### config.mk
export PLATFORM = sky130hd
export DESIGN_NAME = mul_sequencer
export DESIGN_NICKNAME = d
export VERILOG_FILES = /design/src/rtl/mul_sequencer.sv
export SDC_FILE = /design/constraint.sdc
export NUM_CORES = 1
export LEC_CHECK = 0
export BUFFER_PORTS_ARGS = -buffer_cell sky130_fd_sc_hd__buf_2
export CORE_ASPECT_RATIO = 1.25
export CORE_MARGIN = 4
export CORE_UTILIZATION = 40
export DETAILED_ROUTE_END_ITERATION = 8
export GPL_ROUTABILITY_DRIVEN = 0
export SLEW_MARGIN = 0
export SYNTH_ARGS = -nofsm -noshare
export SYNTH_HDL_FRONTEND = slang
export SYNTH_SLANG_ARGS = --single-unit
### constraint.sdc
create_clock -name clk -period 4.02 [get_ports clk]
set_input_delay 0.804 -clock clk [delete_from_list [all_inputs] [get_ports clk]]
set_output_delay 0.804 -clock clk [all_outputs]
set_load 0.02 [all_outputs]
### src/rtl/mul_sequencer.sv
`default_nettype none
// ============================================================================
// Module      : mul_sequencer
// Description : Iterative shift-add multiplier controller for the EX stage.
//               Executes mul / mulh / mulhu in a fixed WIDTH+2 cycle
//               sequence, stalling the pipeline until the result is ready.
// Revision    : 1.0 - initial release
// ============================================================================
module mul_sequencer #(
  parameter int WIDTH = 32
) (
  input  logic             clk,
  input  logic             rst,
  input  logic             start,
  input  logic [3:0]       op,
  input  logic [WIDTH-1:0] a,
  input  logic [WIDTH-1:0] b,
  input  logic             flush,
  output logic             stall_EX,
  output logic             done,
  output logic [WIDTH-1:0] result
);

  localparam logic [3:0] C_OP_MUL   = 4'b0101;
  localparam logic [3:0] C_OP_MULH  = 4'b0110;
  localparam logic [3:0] C_OP_MULHU = 4'b0111;
  localparam int         CNT_W      = (WIDTH > 1) ? $clog2(WIDTH) : 1;
  localparam logic [CNT_W-1:0] C_LAST_CNT = CNT_W'(WIDTH - 1);

  typedef enum logic [1:0] {
    S_IDLE = 2'd0,
    S_BUSY = 2'd1,
    S_FIX  = 2'd2,
    S_DONE = 2'd3
  } state_t;

  state_t             state_q;
  logic [CNT_W-1:0]   cnt_q;
  logic [2*WIDTH-1:0] acc_q;
  logic [WIDTH-1:0]   mcand_q;
  logic [WIDTH-1:0]   mplier_q;
  logic [WIDTH-1:0]   result_q;
  logic               neg_q;
  logic               hi_q;
  logic               done_q;

  logic               op_valid_d;
  logic               is_mulh_d;
  logic [WIDTH-1:0]   abs_a_d;
  logic [WIDTH-1:0]   abs_b_d;
  logic [WIDTH:0]     sum_d;
  logic [2*WIDTH-1:0] acc_step_d;
  logic [2*WIDTH-1:0] acc_fix_d;

  // Operand decode, magnitude conversion and one shift-add iteration.
  // The most negative value maps onto itself, which is exactly its unsigned
  // magnitude, so no extra bit is needed for the operands.
  always_comb begin
    op_valid_d = (op == C_OP_MUL) || (op == C_OP_MULH) || (op == C_OP_MULHU);
    is_mulh_d  = (op == C_OP_MULH);
    abs_a_d    = a[WIDTH-1] ? (~a + WIDTH'(1)) : a;
    abs_b_d    = b[WIDTH-1] ? (~b + WIDTH'(1)) : b;
    sum_d      = {1'b0, acc_q[2*WIDTH-1:WIDTH]}
               + (mplier_q[0] ? {1'b0, mcand_q} : {(WIDTH+1){1'b0}});
    acc_step_d = {sum_d, acc_q[WIDTH-1:1]};
    acc_fix_d  = neg_q ? (~acc_q + (2*WIDTH)'(1)) : acc_q;
  end

  // Stall is combinational so the pipeline freezes in the very cycle the
  // multiply is accepted; reset and flush always release it.
  assign stall_EX = !rst && !flush &&
                    (((state_q == S_IDLE) && start && op_valid_d) ||
                     (state_q == S_BUSY) || (state_q == S_FIX));
  assign done     = done_q;
  assign result   = result_q;

  // Sequencer: latch operands, iterate WIDTH times, sign-fix, then present.
  always_ff @(posedge clk) begin
    if (rst) begin
      state_q  <= S_IDLE;
      cnt_q    <= '0;
      acc_q    <= '0;
      mcand_q  <= '0;
      mplier_q <= '0;
      result_q <= '0;
      neg_q    <= 1'b0;
      hi_q     <= 1'b0;
      done_q   <= 1'b0;
    end else if (flush) begin
      state_q <= S_IDLE;
      done_q  <= 1'b0;
    end else begin
      done_q <= 1'b0;
      unique case (state_q)
        S_IDLE: begin
          if (start && op_valid_d) begin
            mcand_q  <= is_mulh_d ? abs_a_d : a;
            mplier_q <= is_mulh_d ? abs_b_d : b;
            neg_q    <= is_mulh_d && (a[WIDTH-1] ^ b[WIDTH-1]);
            hi_q     <= (op != C_OP_MUL);
            acc_q    <= '0;
            cnt_q    <= '0;
            state_q  <= S_BUSY;
          end
        end
        S_BUSY: begin
          acc_q    <= acc_step_d;
          mplier_q <= mplier_q >> 1;
          cnt_q    <= cnt_q + CNT_W'(1);
          if (cnt_q == C_LAST_CNT) begin
            state_q <= S_FIX;
          end
        end
        S_FIX: begin
          acc_q    <= acc_fix_d;
          result_q <= hi_q ? acc_fix_d[2*WIDTH-1:WIDTH] : acc_fix_d[WIDTH-1:0];
          done_q   <= 1'b1;
          state_q  <= S_DONE;
        end
        S_DONE: begin
          // The instruction that issued this multiply is still in EX, so
          // start is deliberately ignored here.
          state_q <= S_IDLE;
        end
        default: state_q <= S_IDLE;
      endcase
    end
  end

endmodule
`default_nettype wire

# == Yosys cells after proc, flatten, opt, wreduce, memory -nomap -nowiden ==
# Cells that the tools add are included.
# word_totals
reg_bits,170
in_bits,72
out_inout_bits,34
elab_cells,67
# op_classes
add_sub_neg,5
n_eq_ne,10
mux,17
n_bitwise,5
n_reduce_logical,21
# ops
operator,count
32-bit 2-to-1 mux,7
64-bit case mux with 3 select lines,1
64-bit 2-to-1 mux,2
32-bit by 1-bit adder with 32-bit output (second input constant),2
64-bit by 1-bit adder with 64-bit output (second input constant),1
32-bit inverter,2
64-bit inverter,1
32-bit case mux with 2 select lines,1
32-bit by 32-bit adder with 33-bit output,1
4-bit by 3-bit == test with 1-bit output (second input constant),3
5-bit case mux with 2 select lines,1
3-bit AND reduction,3
2-bit case mux with 4 select lines,1
1-bit logical AND,6
5-bit by 1-bit adder with 5-bit output (second input constant),1
5-bit == test (second input constant),1
5-bit 2-to-1 mux,1
2-bit == test (second input constant),2
1-bit logical OR,4
2-bit 2-to-1 mux,2
2-bit by 1-bit inequality test with 1-bit output (second input constant),2
4-bit by 3-bit inequality test with 1-bit output (second input constant),1
2-bit AND reduction,2
3-bit nonzero test,1
other kinds (8),9

# == Depth between registers and ports, before layout ==
# depth
ltp_word,7
depth_mapped,12

# == Worst setup path after synthesis ==
# No wires, ideal clock.
# synth_timing
kind,input to register
startpoint,in b[4]
endpoint,reg mplier_q[29]
setup_ns,0.132
arrival_time_ns,2.945
required_ns,3.888
path_slack_ns,0.943
path_stages,8
path_buffers,1
cell_sequence,or3_1 -> clkbuf_1 -> nor4_1 -> nand4_1 -> o41ai_1 -> xnor2_1 -> o211ai_1 -> a21oi_1
# synth_via
elab_chain_cells,6
# synth_lines
item,line,text
"start, declared",17,"input logic [WIDTH-1:0] b,"
32-bit inverter,62,abs_b_d = b[WIDTH-1] ? (~b + WIDTH'(1)) : b;
32-bit by 1-bit adder with 32-bit output,62,
32-bit 2-to-1 mux,62,
32-bit 2-to-1 mux,98,mplier_q <= is_mulh_d ? abs_b_d : b;
32-bit 2-to-1 mux,96,if (start && op_valid_d) begin
32-bit case mux with 2 select lines,94,unique case (state_q)
"end signal, assigned",98,
"end signal, assigned",108,mplier_q <= mplier_q >> 1;
"end, declared",41,logic [WIDTH-1:0] mplier_q;
# No other way between the ends. The select of a mux whose other input is x is not followed.
# A chain may end at the register's enable or synchronous reset.

# == Worst setup path after layout ==
# layout_timing
startpoint,reg acc_q[8]
endpoint,reg result_q[12] (netlist: result[12])
# layout_via
elab_chain_cells,4
# layout_lines
item,line,text
"start, declared",39,logic [2*WIDTH-1:0] acc_q;
"start signal, assigned",107,acc_q <= acc_step_d;
"start signal, assigned",115,acc_q <= acc_fix_d;
64-bit inverter,66,acc_fix_d = neg_q ? (~acc_q + (2*WIDTH)'(1)) : acc_q;
64-bit by 1-bit adder with 64-bit output,66,
64-bit 2-to-1 mux,66,
32-bit 2-to-1 mux,116,result_q <= hi_q ? acc_fix_d[2*WIDTH-1:WIDTH] : acc_fix_d[WIDTH-1:0];
"end signal, assigned",116,
"end, declared",42,logic [WIDTH-1:0] result_q;
# No other way between the ends.

==> results_dict.tcl <==
set metrics [dict create \
    finalPower_mw 3.75 \
    via_per_inst 6.00 \
    synthCells 1659 \
    drc 0 \
    synthMuxAreaShare 0.0123 \
    post-cts-setup-buffers 0 \
    grt-ovfl-total 0 \
    ys_warn_count 0 \
    cp-start-kind "register" \
    synth_edf_count 0 \
    core-area_sq_um 30400 \
    power_density_nw_per_um2 270 \
    hold_violations 0 \
    ys_async_sr_fraction 0 \
    finalSetupViolations 0 \
    maxCapViolCount 0 \
    cp.arrival_ps 3770 \
    synth_area_sq_um 12400 \
    worst_slew_pin_slew_ps 918 \
    required_ps 4350 \
    cts_hold_buffers 0 \
    ir_worst_vdd_mv 0.247 \
    p_leak_nw 5.56 \
    htreeDepth 4 \
    ys_ff_latch 170 \
    drive_above_1_share 0.121 \
    min_period_ps 3440 \
    first_pass_iters 5 \
    fin_crit_sh 0.856 \
    cts.reportedPaths.clkPinSlew_ps 70 \
    max_freq_mhz 291 \
    grtUsageTotal 0.226 \
    pwr-share-comb 0.070 \
    grt_pass1_vias 11610 \
    worst-path-max-fanout 8 \
    io_buffers 105 \
    cts.path.max_buffers 2 \
    synth_top_family_by_area "compound AO/OA/AOI/OAI gates" \
    cts_tree "yes" \
    min_path_type "reg -> reg" \
    dr_total_vias 12645 \
    routedWlPerCell_um 18.5 \
    setup_tns_ps 0 \
    path_class "reg -> reg" \
    grt_pass1_wl_mm 62.1 \
    synth_xor_area_frac 0.0882 \
    synth_cell_type_count 79 \
    cts_resized 0 \
    fin_skew_ps 15.1 \
    dieArea_sq_um 33900 \
    ant_nets 0 \
    synth_simple_gate_area_share 0.238 \
    pwr-share-clk 0.474 \
    syn_area_per_cell_sq_um 7.48 \
    clock_sinks 170 \
    power.internal_mw 2.79 \
    start_util 0.408 \
    antenna_found_initial 0 \
    seq_area_frac_synth 0.274 \
    area_growth_pct 11.9 \
    num_rows 71 \
    syn_nets 1773 \
    pin_count 106 \
    root_buffer "clkbuf_16" \
    synth_compound_area_frac 0.293 \
    slew_violations 0 \
    synthAdderAreaFrac 0.0429 \
    wirelength_mm 39.1 \
    grt_max_degree 70 \
    status "completed" \
    cts_made_buffers 17 \
    sw_frac_of_total 0.256 \
    fin_nets 1809 \
    share_seq_of_total_power 0.455 \
    slew_headroom 0.386 \
    dp_hpwl_mm 29.2 \
    drtIter0Drc 1148 \
    die_h_um 205 \
    insertion_delay_ps 440 \
    ys.flop_type "dfxtp_1" \
    p_switching_mw 0.960 \
    rsz0062_at_grt "false" \
    diodes 0 \
    end_kind "register" \
    die_w_um 166 \
]
==> area by class of cell <==
cell class,count,area [sq um]
tap,401,502
clock inverter,15,188
clock buffer,17,425
fill,3167,16500
timing repair buffer,147,843
sequential,170,3400
inverter,32,120
multi-input combinational,1327,8400
==> flip-flops by register name (all words and copies together), names as in the netlist <==
name / cells
mplier_q: 32
mcand_q: 32
hi_q: 1
state_q: 2
result: 32
cnt_q: 5
acc_q: 64
done: 1
neg_q: 1
==> path summary, 6_finish.rpt <==
path                            cells after the start                  endpoint  slack (ps)                     start
worst max-delay path                                7   result[12]$_SDFFE_PP0P_         580     acc_q[8]$_SDFFE_PP0P_
worst min-delay path                                2  mcand_q[24]$_SDFFE_PP0P_         450  mcand_q[24]$_SDFFE_PP0P_
worst max register to register                      7   result[12]$_SDFFE_PP0P_         580     acc_q[8]$_SDFFE_PP0P_
worst min register to register                      2  mcand_q[24]$_SDFFE_PP0P_         450  mcand_q[24]$_SDFFE_PP0P_
==> cells by family after synthesis <==
group                      Yosys count
buffers and inverters              162
and+or+nand+nor                    607
muxes                               15
DFF                                170
xor gates and xnor gates           125
AOI/OAI and AO/OA                  538
adders and majority gates           42
==> critical path, stage by stage (launching register included) <==
cell and delay, ps:
dfxtp_1 380, or4_1 670, or3_1 530, or4_1 660
o41ai_4 520, xor2_1 290, a21oi_1 110, a21o_1 180
==> layout by cell type, fill, tap and decap left out, types with 9 or more instances in the layout <==
master / n
nor4_1: 16
a222oi_1: 18
nand4_1: 18
a31oi_1: 27
a21oi_1: 142
xnor2_1: 84
nor3b_1: 9
mux2i_1: 13
xor2_1: 41
and3_1: 14
dfxtp_1: 169
nand2_1: 161
o21a_1: 9
clkbuf_16: 17
a22oi_1: 11
nand2b_1: 12
or3_1: 25
a221oi_1: 10
a211oi_1: 33
nor3_1: 64
nand3_1: 44
o21ai_0: 107
nor2_1: 152
o41ai_1: 12
o31ai_1: 19
ha_1: 40
buf_2: 104
inv_1: 31
and2_1: 38
buf_4: 43
or4_1: 26
a21o_1: 48
==> metrics by stage <==
stage | instance area, sq um | cells | setup slack [ps] | utilization | hold WS [ps]
detailed placement | 13300 | 2077 | 587 | 0.437 | 436
CTS | 13900 | 2109 | 624 | 0.457 | 453
global route | 13900 | 2109 | 358 | 0.457 | 464
floorplan | 12400 | 1659 | 943 | - | 427
global placement | 13300 | 2077 | 672 | 0.437 | 428
finish | 13900 | 2109 | 580 | 0.457 | 447
==> per-layer routing <==
layer  part of all wire  vias up  GRT usage  wire (um)
li1                   -     6186          -          -
met1               0.44     5919      0.304      17300
met2               0.46      457      0.362      17900
met3              0.060       83     0.0308       2360
met4              0.041        0     0.0976       1610
met5                  0        -          0          0
==> power by group through the flow <==
| stage | Clock [mW] | Combinational, mW | Sequential (mW) |
|---|---|---|---|
| 4_1_cts | 1.81 | 0.264 | 1.71 |
| 3_3_place_gp | 0 | 0.260 | 1.75 |
| 2_1_floorplan | 0 | 0.159 | 1.74 |
| 3_5_place_dp | 0 | 0.264 | 1.75 |
| 6_report | 1.78 | 0.264 | 1.71 |
| 5_1_grt | 1.87 | 0.293 | 1.71 |
==> synth_stat cells, types with 18 or more instances <==
library cell | count | area share
a21o_1 | 48 | 0.029
nand2_1 | 161 | 0.049
a222oi_1 | 18 | 0.015
xor2_1 | 41 | 0.029
xnor2_1 | 84 | 0.059
dfxtp_1 | 170 | 0.27
nand3_1 | 45 | 0.018
inv_1 | 31 | 0.0094
o21ai_0 | 107 | 0.043
or4_1 | 26 | 0.016
ha_1 | 41 | 0.041
nor3_1 | 64 | 0.026
nand4_1 | 18 | 0.0091
o31ai_1 | 19 | 0.011
nor2_1 | 153 | 0.046
a211oi_1 | 33 | 0.020
a21oi_1 | 143 | 0.058
and2_1 | 38 | 0.019
or3_1 | 25 | 0.013
clkbuf_1 | 115 | 0.035
a31oi_1 | 27 | 0.014
Power figures use the tool's default switching activity.
